File: config.mk
export PLATFORM = sky130hd
export DESIGN_NAME = counter_timer_ctrl_flat
export DESIGN_NICKNAME = d
export VERILOG_FILES = /design/src/rtl/counter_timer_ctrl_if.sv /design/src/rtl/counter_timer_ctrl.sv /design/src/flat_wrapper.sv
export SDC_FILE = /design/constraint.sdc
export NUM_CORES = 1
export LEC_CHECK = 0
export CORE_ASPECT_RATIO = 1.75
export CORE_UTILIZATION = 38
export DETAILED_ROUTE_END_ITERATION = 10
export PLACE_DENSITY = 0.68
export SLEW_MARGIN = 0
export SYNTH_ARGS = -nofsm -noshare
export SYNTH_HDL_FRONTEND = slang
export SYNTH_SLANG_ARGS = --single-unit
File: constraint.sdc
create_clock -name clk -period 2.4 [get_ports clk]
set_input_delay 0.24 -clock clk [delete_from_list [all_inputs] [get_ports clk]]
set_output_delay 0.24 -clock clk [all_outputs]
set_load 0.03 [all_outputs]
File: src/rtl/counter_timer_ctrl_if.sv
// Bus bundle for the interval-timer controller: configuration/control inputs
// and counter/interrupt outputs, with master (host) and slave (timer) views.
interface counter_timer_ctrl_if #(
  parameter int unsigned WIDTH      = 8,
  parameter int unsigned PRESCALE_W = 8
);
  logic                  cfg_we;
  logic [WIDTH-1:0]      cfg_load;
  logic [PRESCALE_W-1:0] cfg_prescale;
  logic                  cfg_periodic;
  logic                  start;
  logic                  stop;
  logic                  irq_ack;
  logic                  cnt_enable;
  logic [WIDTH-1:0]      cnt_value;
  logic                  busy;
  logic                  irq;
  logic                  ovf_err;

  modport master (
    output cfg_we, cfg_load, cfg_prescale, cfg_periodic, start, stop, irq_ack,
    input  cnt_enable, cnt_value, busy, irq, ovf_err
  );

  modport slave (
    input  cfg_we, cfg_load, cfg_prescale, cfg_periodic, start, stop, irq_ack,
    output cnt_enable, cnt_value, busy, irq, ovf_err
  );
endinterface

File: src/rtl/counter_timer_ctrl.sv
// Programmable interval timer: prescaled down-counter with one-shot/periodic
// modes, per-step enable pulse and sticky interrupt/overflow flags.
module counter_timer_ctrl #(
  parameter int unsigned WIDTH      = 8,
  parameter int unsigned PRESCALE_W = 8
) (
  input  logic                clk,
  input  logic                reset,
  counter_timer_ctrl_if.slave bus
);

  typedef enum logic {
    S_IDLE = 1'b0,
    S_RUN  = 1'b1
  } state_t;

  state_t                r_state;
  state_t                w_next_state;

  logic [WIDTH-1:0]      r_load;
  logic [PRESCALE_W-1:0] r_prescale;
  logic                  r_periodic;
  logic [PRESCALE_W-1:0] r_pre_cnt;
  logic [WIDTH-1:0]      r_cnt;
  logic                  r_busy;
  logic                  r_irq;
  logic                  r_ovf;

  logic                  w_tick;
  logic                  w_expire;
  logic [PRESCALE_W-1:0] w_next_pre;
  logic [WIDTH-1:0]      w_next_cnt;
  logic                  w_next_irq;
  logic                  w_next_ovf;

  assign w_tick = (r_state == S_RUN) && (r_pre_cnt == r_prescale);

  always_comb begin
    w_next_state = r_state;
    w_next_pre   = r_pre_cnt;
    w_next_cnt   = r_cnt;
    w_expire     = 1'b0;
    unique case (r_state)
      S_IDLE: begin
        // Start sees the pre-write shadow load even if cfg_we is in the same cycle.
        if (bus.start && !bus.stop) begin
          w_next_state = S_RUN;
          w_next_cnt   = r_load;
          w_next_pre   = '0;
        end
      end
      S_RUN: begin
        if (bus.stop) begin
          w_next_state = S_IDLE;
          w_next_pre   = '0;
        end else if (w_tick) begin
          w_next_pre = '0;
          if (r_cnt != '0) begin
            w_next_cnt = r_cnt - WIDTH'(1);
          end else begin
            w_expire = 1'b1;
            if (r_periodic) begin
              w_next_cnt = r_load;
            end else begin
              w_next_state = S_IDLE;
            end
          end
        end else begin
          w_next_pre = r_pre_cnt + PRESCALE_W'(1);
        end
      end
      default: w_next_state = S_IDLE;
    endcase
  end

  // An expiry coinciding with an acknowledge keeps irq set and leaves ovf_err as it was.
  always_comb begin
    w_next_irq = r_irq;
    w_next_ovf = r_ovf;
    if (w_expire) begin
      w_next_irq = 1'b1;
      w_next_ovf = r_ovf | (r_irq & ~bus.irq_ack);
    end else if (bus.irq_ack) begin
      w_next_irq = 1'b0;
      w_next_ovf = 1'b0;
    end
  end

  always_ff @(posedge clk or negedge reset) begin
    if (!reset) begin
      r_state   <= S_IDLE;
      r_pre_cnt <= '0;
      r_cnt     <= '0;
      r_busy    <= 1'b0;
      r_irq     <= 1'b0;
      r_ovf     <= 1'b0;
    end else begin
      r_state   <= w_next_state;
      r_pre_cnt <= w_next_pre;
      r_cnt     <= w_next_cnt;
      r_busy    <= (w_next_state == S_RUN);
      r_irq     <= w_next_irq;
      r_ovf     <= w_next_ovf;
    end
  end

  always_ff @(posedge clk or negedge reset) begin
    if (!reset) begin
      r_load     <= '0;
      r_prescale <= '0;
      r_periodic <= 1'b0;
    end else if (bus.cfg_we) begin
      r_load     <= bus.cfg_load;
      r_prescale <= bus.cfg_prescale;
      r_periodic <= bus.cfg_periodic;
    end
  end

  assign bus.cnt_enable = w_tick;
  assign bus.cnt_value  = r_cnt;
  assign bus.busy       = r_busy;
  assign bus.irq        = r_irq;
  assign bus.ovf_err    = r_ovf;

endmodule

File: src/flat_wrapper.sv
// flat-port wrapper written by rule: the top's interface ports become plain ports
module counter_timer_ctrl_flat 
#(
  parameter int unsigned WIDTH      = 8,
  parameter int unsigned PRESCALE_W = 8
)
  (clk, reset, bus_cfg_we, bus_cfg_load, bus_cfg_prescale, bus_cfg_periodic, bus_start, bus_stop, bus_irq_ack, bus_cnt_enable, bus_cnt_value, bus_busy, bus_irq, bus_ovf_err);
  counter_timer_ctrl_if #(.WIDTH(WIDTH), .PRESCALE_W(PRESCALE_W)) bus_i ();
  input  logic clk;
  input  logic reset;
  input wire logic [$bits(bus_i.cfg_we)-1:0] bus_cfg_we;
  input wire logic [$bits(bus_i.cfg_load)-1:0] bus_cfg_load;
  input wire logic [$bits(bus_i.cfg_prescale)-1:0] bus_cfg_prescale;
  input wire logic [$bits(bus_i.cfg_periodic)-1:0] bus_cfg_periodic;
  input wire logic [$bits(bus_i.start)-1:0] bus_start;
  input wire logic [$bits(bus_i.stop)-1:0] bus_stop;
  input wire logic [$bits(bus_i.irq_ack)-1:0] bus_irq_ack;
  output wire logic [$bits(bus_i.cnt_enable)-1:0] bus_cnt_enable;
  output wire logic [$bits(bus_i.cnt_value)-1:0] bus_cnt_value;
  output wire logic [$bits(bus_i.busy)-1:0] bus_busy;
  output wire logic [$bits(bus_i.irq)-1:0] bus_irq;
  output wire logic [$bits(bus_i.ovf_err)-1:0] bus_ovf_err;
  assign bus_i.cfg_we = bus_cfg_we;
  assign bus_i.cfg_load = bus_cfg_load;
  assign bus_i.cfg_prescale = bus_cfg_prescale;
  assign bus_i.cfg_periodic = bus_cfg_periodic;
  assign bus_i.start = bus_start;
  assign bus_i.stop = bus_stop;
  assign bus_i.irq_ack = bus_irq_ack;
  assign bus_cnt_enable = bus_i.cnt_enable;
  assign bus_cnt_value = bus_i.cnt_value;
  assign bus_busy = bus_i.busy;
  assign bus_irq = bus_i.irq;
  assign bus_ovf_err = bus_i.ovf_err;
  counter_timer_ctrl #(.WIDTH(WIDTH), .PRESCALE_W(PRESCALE_W)) u_core (.clk(clk), .reset(reset), .bus(bus_i));
endmodule
; ---- After elaboration in Yosys (flattened, before gate mapping)
; Index checks and enable logic that the tools add are counted.
[op_classes]
muxes = 23
n_lt_le_gt_ge = 0
bitwise = 4
reduce_logical = 6
div_mod_pow = 0
n_addsub = 2
shifts = 0
n_eq_ne = 5
n_mul = 0
[ops]
columns = operator, n
row1 = 2-to-1 mux 8 bit, 8
row2 = one-hot mux 8 bit (2 select lines), 2
row3 = 2-to-1 mux 1 bit, 12
row4 = adder 8 x 1 -> 8 bit (second input constant), 1
row5 = == test 8 bit, 1
row6 = nonzero test 8 bit, 1
row7 = subtractor 8 x 1 -> 8 bit (second input constant), 1
row8 = != test 2 bit (second input constant), 2
row9 = AND reduction 4 bit, 1
row10 = != test 3 bit (second input constant), 1
row11 = logical AND 1 bit, 2
row12 = != test 2 x 1 -> 1 bit (second input constant), 1
row13 = NOT 1 bit, 2
row14 = one-hot mux 1 bit (2 select lines), 1
row15 = nonzero test 2 bit, 1
row16 = AND 1 bit, 1
row17 = zero test 1 bit, 1
row18 = OR 1 bit, 1
[totals]
in_bits = 23
regBits = 36
mem_bits_rw = 0
n_memories = 0
word_cells = 48
latchBits = 0
rom_bits = 0
output_inout_bits = 12

; ---- Depth between registers and ports, before layout
[logic_depth]
word_depth = 6
mapped_depth = 8

; ---- Worst setup path before layout
; OpenSTA, ideal clock, no wires.
[synth_path]
kind = reg-to-reg
startpoint = register u_core.r_cnt[0], in the netlist u_core.bus.cnt_value[0]
endpoint = register u_core.r_cnt[1], in the netlist u_core.bus.cnt_value[1]
arrival_time_ns = 2.217
synth_period_minus_slack_ns = 2.342
required_time_ns = 2.275
path_slack_ns = 0.058
path_buffers = 0
path_stages_with_launch = 7
cell_sequence = dfrtp_1 inv_1 ha_1 or4b_1 or3_4 a31oi_4 mux2_4
[synth_via]
elab_chain_cells = 5
[synth_rtl]
columns = item, line_no
row1 = start: declaration, counter_timer_ctrl.sv:24  ; logic [WIDTH-1:0] r_cnt;
row2 = start signal: assignment, counter_timer_ctrl.sv:100  ; r_cnt <= w_next_cnt;
row3 = subtractor 8 x 1 -> 8 bit / nonzero test 8 bit (equally long branches), "counter_timer_ctrl.sv:59, counter_timer_ctrl.sv:58"
row4 = 2-to-1 mux 8 bit, counter_timer_ctrl.sv:58  ; if (r_cnt != '0) begin
row5 = 2-to-1 mux 8 bit, counter_timer_ctrl.sv:56  ; end else if (w_tick) begin
row6 = 2-to-1 mux 8 bit, counter_timer_ctrl.sv:53  ; if (bus.stop) begin
row7 = one-hot mux 8 bit (2 select lines), counter_timer_ctrl.sv:43  ; unique case (r_state)
; Parallel ways exist; a longest one is shown, timed or not. The select of a mux whose other input is x is not followed.
; A chain may end at the register's enable or synchronous reset.

; ---- Worst setup path after layout
[layout_path]
startpoint = register u_core.r_pre_cnt[7]
endpoint = output bus_cnt_enable
[layout_via]
elab_chain_cells = 2
[layout_rtl]
columns = item, line_no
row1 = start: declaration, counter_timer_ctrl.sv:23  ; logic [PRESCALE_W-1:0] r_pre_cnt;
row2 = start signal: assignment, counter_timer_ctrl.sv:99  ; r_pre_cnt <= w_next_pre;
row3 = == test 8 bit, counter_timer_ctrl.sv:36  ; assign w_tick = (r_state == S_RUN) && (r_pre_cnt == r_prescale);
row4 = logical AND 1 bit, counter_timer_ctrl.sv:36
row5 = end: declaration, flat_wrapper.sv:18  ; output wire logic [$bits(bus_i.cnt_enable)-1:0] bus_cnt_enable;
; No other way between the ends.

==> flow_summary_export.csv <==
group,metric,value,unit
critical_path,path_cells,"xor2_1 > nor4_2 > and3_1 > buf_4 > buf_4",
power,cellLeakagePower,1.07,nW
place,dp_hpwl,3280,µm
clock_network,cts_setup_buffers,0,
synthesis,synthMuxAreaShare,0.117,
critical_path,slowest_delay,0.50,ns
clock_network,postCtsHoldBufs,0,
global_routing,globalRoute.totalOverflow,0,
sta,setup_tns,0,ns
cells_and_area,diodes,0,
synthesis,synthXorXnorAreaFrac,0.0516,
detailed_routing,remaining_drc_errors,0,
hold_path,hold_class,"input port to asynchronous set/reset pin",
sta,fmax,447,MHz
critical_path,crit_buf_inv,2,
synthesis,synthArstFlopShare,1.00,
detailed_routing,wl,4380,µm
detailed_routing,wire_per_inst,16.3,µm
clock_network,cts_buffers,5,
cells_and_area,drive_gt1_frac,0.213,
critical_path,crit_top_cell,"buf_4",
critical_path,crit_slowest_cell,"nor4_2",
critical_path,arrival,2.00,ns
detailed_routing,antenna_left,0,
global_routing,grt_max_degree,37,
clock_network,cts.sinks,36,
floorplanning,die_w,55,µm
critical_path,crit_required,2.16,ns
clock_network,htree_num_levels,2,
detailed_routing,vias,1498,
sta,fin_skew,0.0103,ns
synthesis,ys_seq_area_frac,0.482,
synthesis,synth_warnings,0,
sta,setup_slack,0.163,ns
global_routing,antenna_found_initial,0,
critical_path,worstSetupPathType,"flip-flop to output pin",
synthesis,synth_edf_count,0,
synthesis,syn_area_per_cell,11.0,µm²
synthesis,synth_seq_cells,36,
cells_and_area,fillers,448,
detailed_routing,viasPerCell,5.59,
cells_and_area,final_common_cell,"dfrtp_1",
detailed_routing,drtIter0Drc,61,
clock_network,cts.path.max_buffers,2,
cells_and_area,fin_nets,241,
clock_network,cts-root-buf,"clkbuf_8",
floorplanning,dieArea,5210,µm²
place,pre_cts_ws,0.214,ns
place,place_congestion,0.937,
synthesis,ys_types,40,
synthesis,yosys.area_share.adder,0.0201,
job,cap_violations,0,
cells_and_area,mostFrequentLayoutCells,"dfrtp_1, clkdlybuf4s50_1, mux2_2, a21oi_1, buf_4",
sta,finalCritPeriodShare,0.932,
sta,rsz0062_at_grt,"false",
floorplanning,die_height,94.8,µm
critical_path,r2r_slack,0.20,ns
synthesis,synth_top_family_by_area,"compound AO/OA/AOI/OAI gates",
detailed_routing,first_pass_iters,4,
clock_network,cts_tree,"built",
cells_and_area,fin_util,0.518,
sta,tightest_slew,0.543,ns
sta,slew_headroom,0.629,
power,vdd_drop_max,0.490,mV
sta,hold_viol_final,0,
sta,finalMaxSlewViolations,0,
sta,post-route-min-period,2.24,ns
synthesis,syn_area,1870,µm²
clock_network,clk_latency,0.29,ns
status,outcome,"finished clean",
critical_path,rr_worst_depth,6,
critical_path,rr_startpoint,"u_core.bus.cnt_value[1]",
critical_path,rr_endpoint,"u_core.bus.cnt_value[1]",
sta,setup_violations,0,
critical_path,critPathTopFamily,"simple AND/OR/NAND/NOR gates",
synthesis,synth-compound-area-share,0.169,
synthesis,yosys_most_used_dff,"dfrtp_1",
global_routing,grt_pass1_vias,1514,
critical_path,worstPathMaxFanout,5,
synthesis,syn_nets,196,
global_routing,grt_pass1_wl,7180,µm
clock_network,clk_pin_slew,0.08,ns
power,power.density,743,nW/µm²
global_routing,gr-usage-all-layers,0.199,
clock_network,cts-resized-gates,0,
floorplanning,rows,33,
floorplanning,io_pins,35,
sta,whs,0.359,ns
power,power.total,0.00181,W
critical_path,worst_setup_path_end_kind,"output pin",
critical_path,worstSetupStartpointType,"flip-flop",
synthesis,synthCells,170,
floorplanning,start_util,0.397,
synthesis,synth_simple_gate_area_share,0.133,
floorplanning,design.core.area,4710,µm²
cells_and_area,area_growth,30.4,%
place,io_buffers,34,
==> how the worst max path moves through the flow <==
stage	from	to	slack [ns]	cells after the start
after global routing	u_core.bus.cnt_value[1]	u_core.bus.cnt_value[0]	0.06	7
after detailed placement	u_core.bus.cnt_value[1]	u_core.bus.cnt_value[3]	0.21	7
after global placement	u_core.bus.cnt_value[1]	u_core.bus.cnt_value[1]	0.23	6
final	u_core.r_pre_cnt[7]	bus_cnt_enable	0.16	5
after floorplan	u_core.bus.cnt_value[0]	u_core.bus.cnt_value[1]	0.06	6
after CTS	u_core.r_pre_cnt[7]	bus_cnt_enable	0.16	5
==> final cells by class <==
| class | count | area [µm²] | share of cell area |
|---|---|---|---|
| Clock buffer | 5 | 68.8 | 0.0282 |
| Clock inverter | 3 | 42.5 | 0.0175 |
| Inverter | 6 | 22.5 | 0.00924 |
| Multi-Input combinational cell | 121 | 916 | 0.376 |
| Sequential cell | 36 | 901 | 0.370 |
| Tap cell | 52 | 65.1 | 0.0267 |
| Timing Repair Buffer | 45 | 420 | 0.173 |
==> Yosys cell counts (all sizes together) (3+ instances only) <==
cell	instances	area share
xor2	10	0.047
ha	3	0.020
dfrtp	36	0.48
nand2b	3	0.010
o31ai	3	0.012
clkbuf	5	0.010
nor2	8	0.016
a22o	4	0.019
a31oi	5	0.025
mux2	19	0.12
o21ai	8	0.021
a21o	4	0.016
nand2	7	0.014
nand3	3	0.0080
nor3	6	0.016
a21oi	12	0.032
and3	5	0.017
inv	6	0.012
==> registers in the layout, summed over array words and instances, names as in the netlist <==
signal / flops
u_core.r_state: 1
u_core.r_periodic: 1
u_core.r_prescale: 8
u_core.bus.cnt_value: 8
u_core.r_load: 8
u_core.bus.irq: 1
u_core.r_pre_cnt: 8
u_core.bus.ovf_err: 1
==> cell families after synthesis <==
family          Yosys count
mux                      19
flops                    36
buf+inv                  13
fa+ha+maj                 3
compound gates           45
simple gates             43
xor+xnor                 11
==> per-stage QoR <==
| stage | instance area (µm²) | std cells |
|---|---|---|
| global route | 2440 | 268 |
| global placement | 2320 | 260 |
| detailed placement | 2320 | 260 |
| CTS | 2440 | 268 |
| finish | 2440 | 268 |
| floorplan | 1870 | 170 |
==> report_power, final <==
part | leakage, nW | switching, W | internal [W]
registers | 0.447 | 0.0000877 | 0.000683
clock network | 0.0541 | 0.000223 | 0.000307
logic | 0.567 | 0.000263 | 0.000247
==> metal layers <==
metal	vias up	GRT usage	part of all wire
met3	13	0.0386	0.022
met5	-	0	0
met1	743	0.204	0.36
met2	30	0.348	0.57
li1	712	-	-
met4	0	0.123	0.047
Power figures use the tool's default switching activity.
